### src/rtl/ram_controller.sv
// Arbitrates one 16-bit SRAM between instruction fetch (two reads per 32-bit word) and data load/store; data wins in IDLE.
// Idle-bus latency: fetch 2W+4, data read W+3, data write W+4 cycles; requests queue via per-client pending flags.
module ram_controller #(
  parameter int WAIT_CYCLES = 1,
  parameter int SRAM_AW     = 17
) (
  input  logic               clk,
  input  logic               rst,
  input  logic               fetch_req,
  input  logic [15:0]        fetch_addr,
  output logic [31:0]        fetch_data,
  output logic               fetch_ready,
  input  logic               data_req,
  input  logic               data_we,
  input  logic [15:0]        data_addr,
  input  logic [15:0]        data_wdata,
  output logic [15:0]        data_rdata,
  output logic               data_done,
  output logic               busy,
  output logic [SRAM_AW-1:0] sram_addr,
  output logic [15:0]        sram_dq_out,
  input  logic [15:0]        sram_dq_in,
  output logic               sram_dq_oe,
  output logic               sram_oe,
  output logic               sram_we
);

  localparam logic [2:0] IDLE       = 3'd0;
  localparam logic [2:0] F_LO       = 3'd1;
  localparam logic [2:0] F_HI       = 3'd2;
  localparam logic [2:0] D_RD       = 3'd3;
  localparam logic [2:0] D_WR_SETUP = 3'd4;
  localparam logic [2:0] D_WR       = 3'd5;
  localparam logic [2:0] DONE_F     = 3'd6;
  localparam logic [2:0] DONE_D     = 3'd7;
  localparam logic [2:0] WAIT_LAST  = 3'(WAIT_CYCLES);

  logic [2:0]  state_q, state_d;
  logic [2:0]  wait_q, wait_d;
  logic        pend_f_q, pend_f_d;
  logic        pend_d_q, pend_d_d;
  logic [15:0] f_addr_q, f_addr_d;
  logic        d_we_q, d_we_d;
  logic [15:0] d_addr_q, d_addr_d;
  logic [15:0] d_wdata_q, d_wdata_d;
  logic [15:0] instr_lo_q, instr_lo_d;
  logic [31:0] fetch_data_q, fetch_data_d;
  logic [15:0] data_rdata_q, data_rdata_d;
  logic        last_wait;

  assign last_wait = (wait_q == WAIT_LAST);

  always_comb begin
    state_d      = state_q;
    wait_d       = wait_q;
    pend_f_d     = pend_f_q;
    pend_d_d     = pend_d_q;
    f_addr_d     = f_addr_q;
    d_we_d       = d_we_q;
    d_addr_d     = d_addr_q;
    d_wdata_d    = d_wdata_q;
    instr_lo_d   = instr_lo_q;
    fetch_data_d = fetch_data_q;
    data_rdata_d = data_rdata_q;

    // A strobe while the same client is still pending is dropped so latched operands stay intact.
    if (state_q == DONE_F) begin
      pend_f_d = 1'b0;
    end else if (fetch_req && !pend_f_q) begin
      pend_f_d = 1'b1;
      f_addr_d = fetch_addr;
    end
    if (state_q == DONE_D) begin
      pend_d_d = 1'b0;
    end else if (data_req && !pend_d_q) begin
      pend_d_d  = 1'b1;
      d_we_d    = data_we;
      d_addr_d  = data_addr;
      d_wdata_d = data_wdata;
    end

    case (state_q)
      IDLE: begin
        wait_d = 3'd0;
        if (pend_d_q)      state_d = d_we_q ? D_WR_SETUP : D_RD;
        else if (pend_f_q) state_d = F_LO;
      end
      F_LO, F_HI, D_RD, D_WR: begin
        if (last_wait) begin
          wait_d = 3'd0;
          case (state_q)
            F_LO: begin
              instr_lo_d = sram_dq_in;
              state_d    = F_HI;
            end
            F_HI: begin
              fetch_data_d = {sram_dq_in, instr_lo_q};
              state_d      = DONE_F;
            end
            D_RD: begin
              data_rdata_d = sram_dq_in;
              state_d      = DONE_D;
            end
            default: state_d = DONE_D;
          endcase
        end else begin
          wait_d = wait_q + 3'd1;
        end
      end
      D_WR_SETUP: state_d = D_WR;
      default:    state_d = IDLE;
    endcase
  end

  always_comb begin
    sram_addr   = '0;
    sram_dq_out = 16'h0;
    sram_oe     = 1'b0;
    sram_dq_oe  = 1'b0;
    sram_we     = 1'b0;
    case (state_q)
      F_LO: begin
        sram_addr = SRAM_AW'({f_addr_q, 1'b0});
        sram_oe   = 1'b1;
      end
      F_HI: begin
        sram_addr = SRAM_AW'({f_addr_q, 1'b1});
        sram_oe   = 1'b1;
      end
      D_RD: begin
        sram_addr = SRAM_AW'(d_addr_q);
        sram_oe   = 1'b1;
      end
      D_WR_SETUP, D_WR: begin
        sram_addr   = SRAM_AW'(d_addr_q);
        sram_dq_out = d_wdata_q;
        sram_dq_oe  = 1'b1;
        sram_we     = (state_q == D_WR);
      end
      default: ;
    endcase
  end

  assign fetch_data  = fetch_data_q;
  assign data_rdata  = data_rdata_q;
  assign fetch_ready = (state_q == DONE_F);
  assign data_done   = (state_q == DONE_D);
  assign busy        = pend_f_q | pend_d_q | (state_q != IDLE);

  always_ff @(posedge clk) begin
    if (rst) begin
      state_q      <= IDLE;
      wait_q       <= 3'd0;
      pend_f_q     <= 1'b0;
      pend_d_q     <= 1'b0;
      f_addr_q     <= 16'h0;
      d_we_q       <= 1'b0;
      d_addr_q     <= 16'h0;
      d_wdata_q    <= 16'h0;
      instr_lo_q   <= 16'h0;
      fetch_data_q <= 32'h0;
      data_rdata_q <= 16'h0;
    end else begin
      state_q      <= state_d;
      wait_q       <= wait_d;
      pend_f_q     <= pend_f_d;
      pend_d_q     <= pend_d_d;
      f_addr_q     <= f_addr_d;
      d_we_q       <= d_we_d;
      d_addr_q     <= d_addr_d;
      d_wdata_q    <= d_wdata_d;
      instr_lo_q   <= instr_lo_d;
      fetch_data_q <= fetch_data_d;
      data_rdata_q <= data_rdata_d;
    end
  end

endmodule

### config.mk
export PLATFORM = sky130hd
export DESIGN_NAME = ram_controller
export DESIGN_NICKNAME = d
export VERILOG_FILES = /design/src/rtl/ram_controller.sv
export SDC_FILE = /design/constraint.sdc
export NUM_CORES = 1
export LEC_CHECK = 0
export CORE_ASPECT_RATIO = 1.25
export CORE_MARGIN = 10
export CORE_UTILIZATION = 40
export DETAILED_ROUTE_END_ITERATION = 12
export GPL_TIMING_DRIVEN = 0
export PLACE_DENSITY = 0.71
export SYNTH_ARGS = -nofsm -noshare
export SYNTH_HDL_FRONTEND = slang
export SYNTH_SLANG_ARGS = --single-unit
### constraint.sdc
create_clock -name clk -period 2.9 [get_ports clk]
set_clock_uncertainty 0.05 [all_clocks]
set_input_delay 0.58 -clock clk [delete_from_list [all_inputs] [get_ports clk]]
set_output_delay 0.58 -clock clk [all_outputs]
set_load 0.02 [all_outputs]
==> results.cfg, run 1 <==
[outcome]
outcome = completed

[drt]
first_pass_iters = 4
drc = 0
wl_mm = 14.6
vias_per_cell = 4.98
vias = 4507
first_iter_violations = 142
wire_per_inst_um = 16.1
antenna_left = 0

[power_and_ir_drop]
switching_share_pct = 30.2
p_per_area_mw_per_mm2 = 744
p_sw_w = 0.00158
internal_power_w = 0.00366
leakagePower_nw = 2.81
ir_drop_v = 0.000434
p_clk_share_pct = 42.3
p_comb_share_pct = 22.5
p_seq_share_pct = 35.2

[timing]
slew_viol_final = 0
timing.fmax_mhz = 358
holdWs_ns = 0.400
tightest_slew_ns = 0.565
period_minus_slack_ns = 2.80
rsz0062_at_grt = false
final-hold-violation-count = 0
min_period_over_period_pct = 96.4
setup-violations-final = 0
slew_headroom_pct = 62.3

[global_routing]
grt_use_met1_pct = 18.8
grtUsageMet3_pct = 8.66
gr-total-overflow = 0
grt_use_met2_pct = 29.5
top_usage_layer = met2
antenna_found_initial = 0
grt_max_degree = 17
track_usage_pct = 17.6
grt_pass1_wl_mm = 23.2
grt_pass1_vias = 4579

[cts]
cts.reportedPaths.clkPinSlew_ns = 0.06
root_buffer = clkbuf_16
clk_latency_ns = 0.41
h-tree-depth = 4
hold_buffers = 0
cts-buffers-inserted = 17
cts_buffer_depth = 2
clkSinkCount = 121
cts_tree = done

[floorplanning]
die_w_um = 117
dieArea_sq_mm = 0.0165
ioPinCount = 156
die_h_um = 141
rows = 44
initial_core_util_pct = 40.5
core_sq_mm = 0.0116

[yosys]
synth_fp_nets = 651
ys.flop_type = dfxtp_1
yosysSeqAreaShare_pct = 51.7
synth_common_cells = nand2_1, dfxtp_1, a21oi_1
yosysTopAreaCellShare_pct = 51.7
yosysMostFrequentCell = nand2_1
yosysTopAreaCell = dfxtp_1
synth-edff-count = 0
netlist_area_sq_mm = 0.00469
synth.area.top_cells = dfxtp_1, nand2_1, a21oi_1
syn_inst = 582
yosysWarnings = 0
synthDistinctLibCells = 34
async_flop_share_pct = 0
ys_seq_elements = 121
syn_avg_cell_area_sq_um = 8.05

[min_path]
hold_path_class = reg2reg
hold_depth = 2
min-delay-start = d_wdata_q[9]

[worst_setup_path]
reg2reg_depth = 6
worst_path_max_delay_cell = or2_2
crit_path_start_kind = register
r2r_start = state_q[2]
cp.required_ns = 2.27
cp_num_cells = 6
path_class = reg2out
path_buf_inv = 3
endpoint_kind = output pin
max_stage_delay_ns = 0.37
critPathMaxFanout = 10
crit_family = buffers and inverters
startpoint = state_q[2]
path_cells = buf_2 > nor2b_2 > or2_2 > buf_4 > a22o_1 > dlygate4sd2_1
arrival_ns = 2.17

[place]
place_congestion = 0.853
placed_area_sq_mm = 0.00640
dp_hpwl_mm = 11.1
port-buffer-count = 154

[final_layout]
area_delta_synth_final_pct = 50.3
diodes = 0
design_area_sq_mm = 0.00704
drive_above_1_share_pct = 8.21
fin_nets = 823

[job]
maxCapViolCount = 0
[cell usage in the layout (no fill, tap or decap), drive strengths merged, types with 2 or more instances in the layout]
master / n
dfxtp: 121
a22o: 16
o21bai: 2
dlygate4sd2: 18
buf: 21
nor2b: 7
clkdlybuf4s50: 130
clkbuf: 42
a211oi: 2
nand2: 199
and2: 19
nor3: 2
dlymetal6s2s: 6
clkinv: 2
mux2i: 16
inv: 11
a31oi: 2
nor2: 23
a21oi: 103
bufinv: 3
or3b: 2
a311oi: 2
nand2b: 4
or2: 2
o21ai: 2
[cell type report]
type                       instances  area, sq um
buffer                            45          221
clock buffer                      17          425
clock inverter                    15          199
fill                            1006         4520
inverter                           2         7.51
multi-input combinational        412         2050
sequential                       121         2420
tap                              138          173
timing repair buffer             155         1540
[path summary, 6_finish.rpt]
path,slack [ns],end
setup / recovery,0.10,sram_addr[15]
hold / removal,0.40,d_wdata_q[9]
setup reg to reg,1.03,data_rdata[8]
hold reg to reg,0.40,d_wdata_q[9]
[worst min-delay path, stage by stage (launching register included)]
cell     delay, ns
dfxtp_1       0.30
nand2_1       0.05
a21oi_1       0.05
[sequential cells by signal, indices dropped and copies added (netlist names)]
register and flops:
wait_q 3, d_wdata_q 16, pend_d_q 1, d_addr_q 16
state_q 3, instr_lo_q 16, pend_f_q 1, fetch_data 32
d_we_q 1, data_rdata 16, f_addr_q 16
[through the flow]
step	total power (W)	setup slack [ns]	util [%]	TNS, ns	cells
final	0.00524	0.104	60.9	0	905
after global routing	0.00547	0.0149	60.9	0	905
after CTS	0.00527	0.0437	60.7	0	905
after detailed placement	0.00305	-0.301	55.4	-2.70	874
after global placement	0.00303	-0.193	55.4	-1.74	874
after floorplan	0.00256	0.746	-	0	582
[power by group through the flow]
stage / clock [W] / combinational, W / sequential (W)
6_report: 0.00222 / 0.00118 / 0.00184
5_1_grt: 0.00232 / 0.00129 / 0.00186
4_1_cts: 0.00225 / 0.00118 / 0.00184
3_5_place_dp: 0 / 0.00117 / 0.00188
3_3_place_gp: 0 / 0.00116 / 0.00187
2_1_floorplan: 0 / 0.000682 / 0.00188
[timing repair]
| item | 4_1_cts | 5_1_grt |
|---|---|---|
| pin swaps | 1 | 0 |
| resized for setup | 25 | 8 |
| setup buffers | 1 | 0 |
| endpoints found under the setup margin | 35 | 27 |
[kinds of logic after synthesis]
family                 Yosys count  share of synthesized area, %
AO/OA/AOI/OAI                  132                          16.0
buffers and inverters           49                          4.83
flip-flops                     121                          51.7
multiplexers                    16                          3.42
AND/OR/NAND/NOR                264                          24.0
[layer usage]
layer / vias up / part of all wire (%)
met3: 18 / 11
met1: 2066 / 39
li1: 2267 / -
met2: 156 / 48
met5: - / 0
met4: 0 / 1.5
No activity file was read; power rests on OpenSTA's default activity.
==> inputs of run 2 (changes only) <==
--- a/config.mk
+++ b/config.mk
@@ -10,7 +10,7 @@
 export CORE_UTILIZATION = 40
 export DETAILED_ROUTE_END_ITERATION = 12
 export GPL_TIMING_DRIVEN = 0
-export PLACE_DENSITY = 0.71
+export PLACE_DENSITY = 0.67
 export SYNTH_ARGS = -nofsm -noshare
 export SYNTH_HDL_FRONTEND = slang
 export SYNTH_SLANG_ARGS = --single-unit
==> results.cfg, run 2 (synthesis gave the netlist of run 1 again) <==
[final_layout]
fin_nets = 823
diodes = 0
largest_reg_flops = 32
final_common_cell = nand2_1
num-fill-cells = 1078
finish.utilization_pct = 60.8
area_delta_synth_final_pct = 50.0
drive_above_1_share_pct = 8.21
mostFrequentLayoutCells = nand2_1, clkdlybuf4s50_1, dfxtp_1, a21oi_1, nor2_1

[place]
place_congestion = 0.832
port-buffer-count = 154
dp_hpwl_mm = 11.1

[global_routing]
grt_pass1_vias = 4626
grt_pass1_wl_mm = 23.0
antenna_found_initial = 0
top_usage_layer = met2
grt_max_degree = 17
gr-total-overflow = 0
grt_use_met2_pct = 29.2
grt_use_met1_pct = 18.8
track_usage_pct = 17.5
grtUsageMet3_pct = 8.03

[worst_setup_path]
rr_endpoint = f_addr_q[12]
r2r_setup_slack_ns = 1.03
crit_path_start_kind = register
crit_path_end = sram_addr[3]
r2r_start = state_q[0]
endpoint_kind = output pin
arrival_ns = 2.17
path_class = reg2out
startpoint = state_q[2]
reg2reg_depth = 7
cp.required_ns = 2.27
critPathMaxFanout = 10

[cts]
cts_buffer_depth = 2
h-tree-depth = 4
cts-buffers-inserted = 17
cts.reportedPaths.clkPinSlew_ns = 0.05
cts_tree = done
root_buffer = clkbuf_16
clk_latency_ns = 0.41
clkSinkCount = 121

[timing]
period_minus_slack_ns = 2.80
timing.fmax_mhz = 358
final-hold-violation-count = 0
slew_headroom_pct = 59.5
setup-violations-final = 0
min_period_over_period_pct = 96.4
holdWs_ns = 0.401
tightest_slew_ns = 0.607
slew_viol_final = 0

[drt]
drc = 0
vias = 4510
antenna_left = 0
first_iter_violations = 168
first_pass_iters = 4
vias_per_cell = 4.98
wire_per_inst_um = 15.9
wl_mm = 14.4

[floorplanning]
ioPinCount = 156
rows = 44
initial_core_util_pct = 40.5
core_sq_mm = 0.0116
die_h_um = 141
die_w_um = 117
dieArea_sq_mm = 0.0165

[power_and_ir_drop]
ir_drop_v = 0.000356
power_w = 0.00517
p_per_area_mw_per_mm2 = 736
leakagePower_nw = 2.78

[min_path]
min-delay-start = d_wdata_q[6]
hold_path_class = reg2reg

[job]
maxCapViolCount = 0

[outcome]
outcome = completed
-- run 2: stage by stage --
| step | instance area [sq um] | setup TNS [ns] | instances | setup WS [ns] |
|---|---|---|---|---|
| after floorplan | 4690 | 0 | 582 | 0.746 |
| after global placement | 6400 | -2.06 | 874 | -0.240 |
| after detailed placement | 6400 | -2.29 | 874 | -0.244 |
| after CTS | 7010 | 0 | 905 | 0.0552 |
| after global routing | 7030 | -0.00720 | 905 | -0.00720 |
| final | 7030 | 0 | 905 | 0.105 |
-- run 2: power by group --
group	switching [W]	internal (W)
registers	0.0000679	0.00178
logic	0.000677	0.000500
clock network	0.000737	0.00142
total	0.00148	0.00369
-- run 2: metal layers --
metal | share of wire [%] | vias up
met2 | 48 | 149
met1 | 40 | 2080
met4 | 1.7 | 0
met5 | 0 | -
met3 | 10 | 19
li1 | - | 2262
-- run 2: worst min path at each step --
stage	to	slack (ns)	depth (start not counted)
final	d_wdata_q[6]	0.40	2
after global routing	d_wdata_q[4]	0.41	2
after CTS	d_wdata_q[6]	0.40	2
after detailed placement	d_wdata_q[6]	0.39	2
after global placement	d_wdata_q[6]	0.39	2
after floorplan	d_wdata_q[0]	0.38	2
-- run 2: timing repair --
item / in CTS / in global routing
pin swaps: 1 / 0
hold buffers: 0 / 0
buffers inserted: 1 / 0
endpoints found under the hold margin: 0 / 0
setup endpoints to repair: 35 / 27
gates resized for setup: 25 / 9
-- run 2: final cells by class --
| cell class | instances | area (sq um) | share of cell area, % |
|---|---|---|---|
| multi-input combinational | 412 | 2050 | 29.2 |
| inverter | 2 | 7.51 | 0.107 |
| clock buffer | 21 | 470 | 6.70 |
| tap | 138 | 173 | 2.46 |
| timing repair buffer | 155 | 1540 | 21.8 |
| clock inverter | 11 | 145 | 2.07 |
| buffer | 45 | 221 | 3.15 |
| sequential | 121 | 2420 | 34.5 |
-- run 2: worst max-delay path, stage by stage (launching register included) --
cell and delay [ns]:
dfxtp_1 0.29, buf_2 0.18, nor2b_2 0.19, or2_2 0.37, buf_4 0.21, a22o_1 0.19
dlygate4sd2_1 0.33
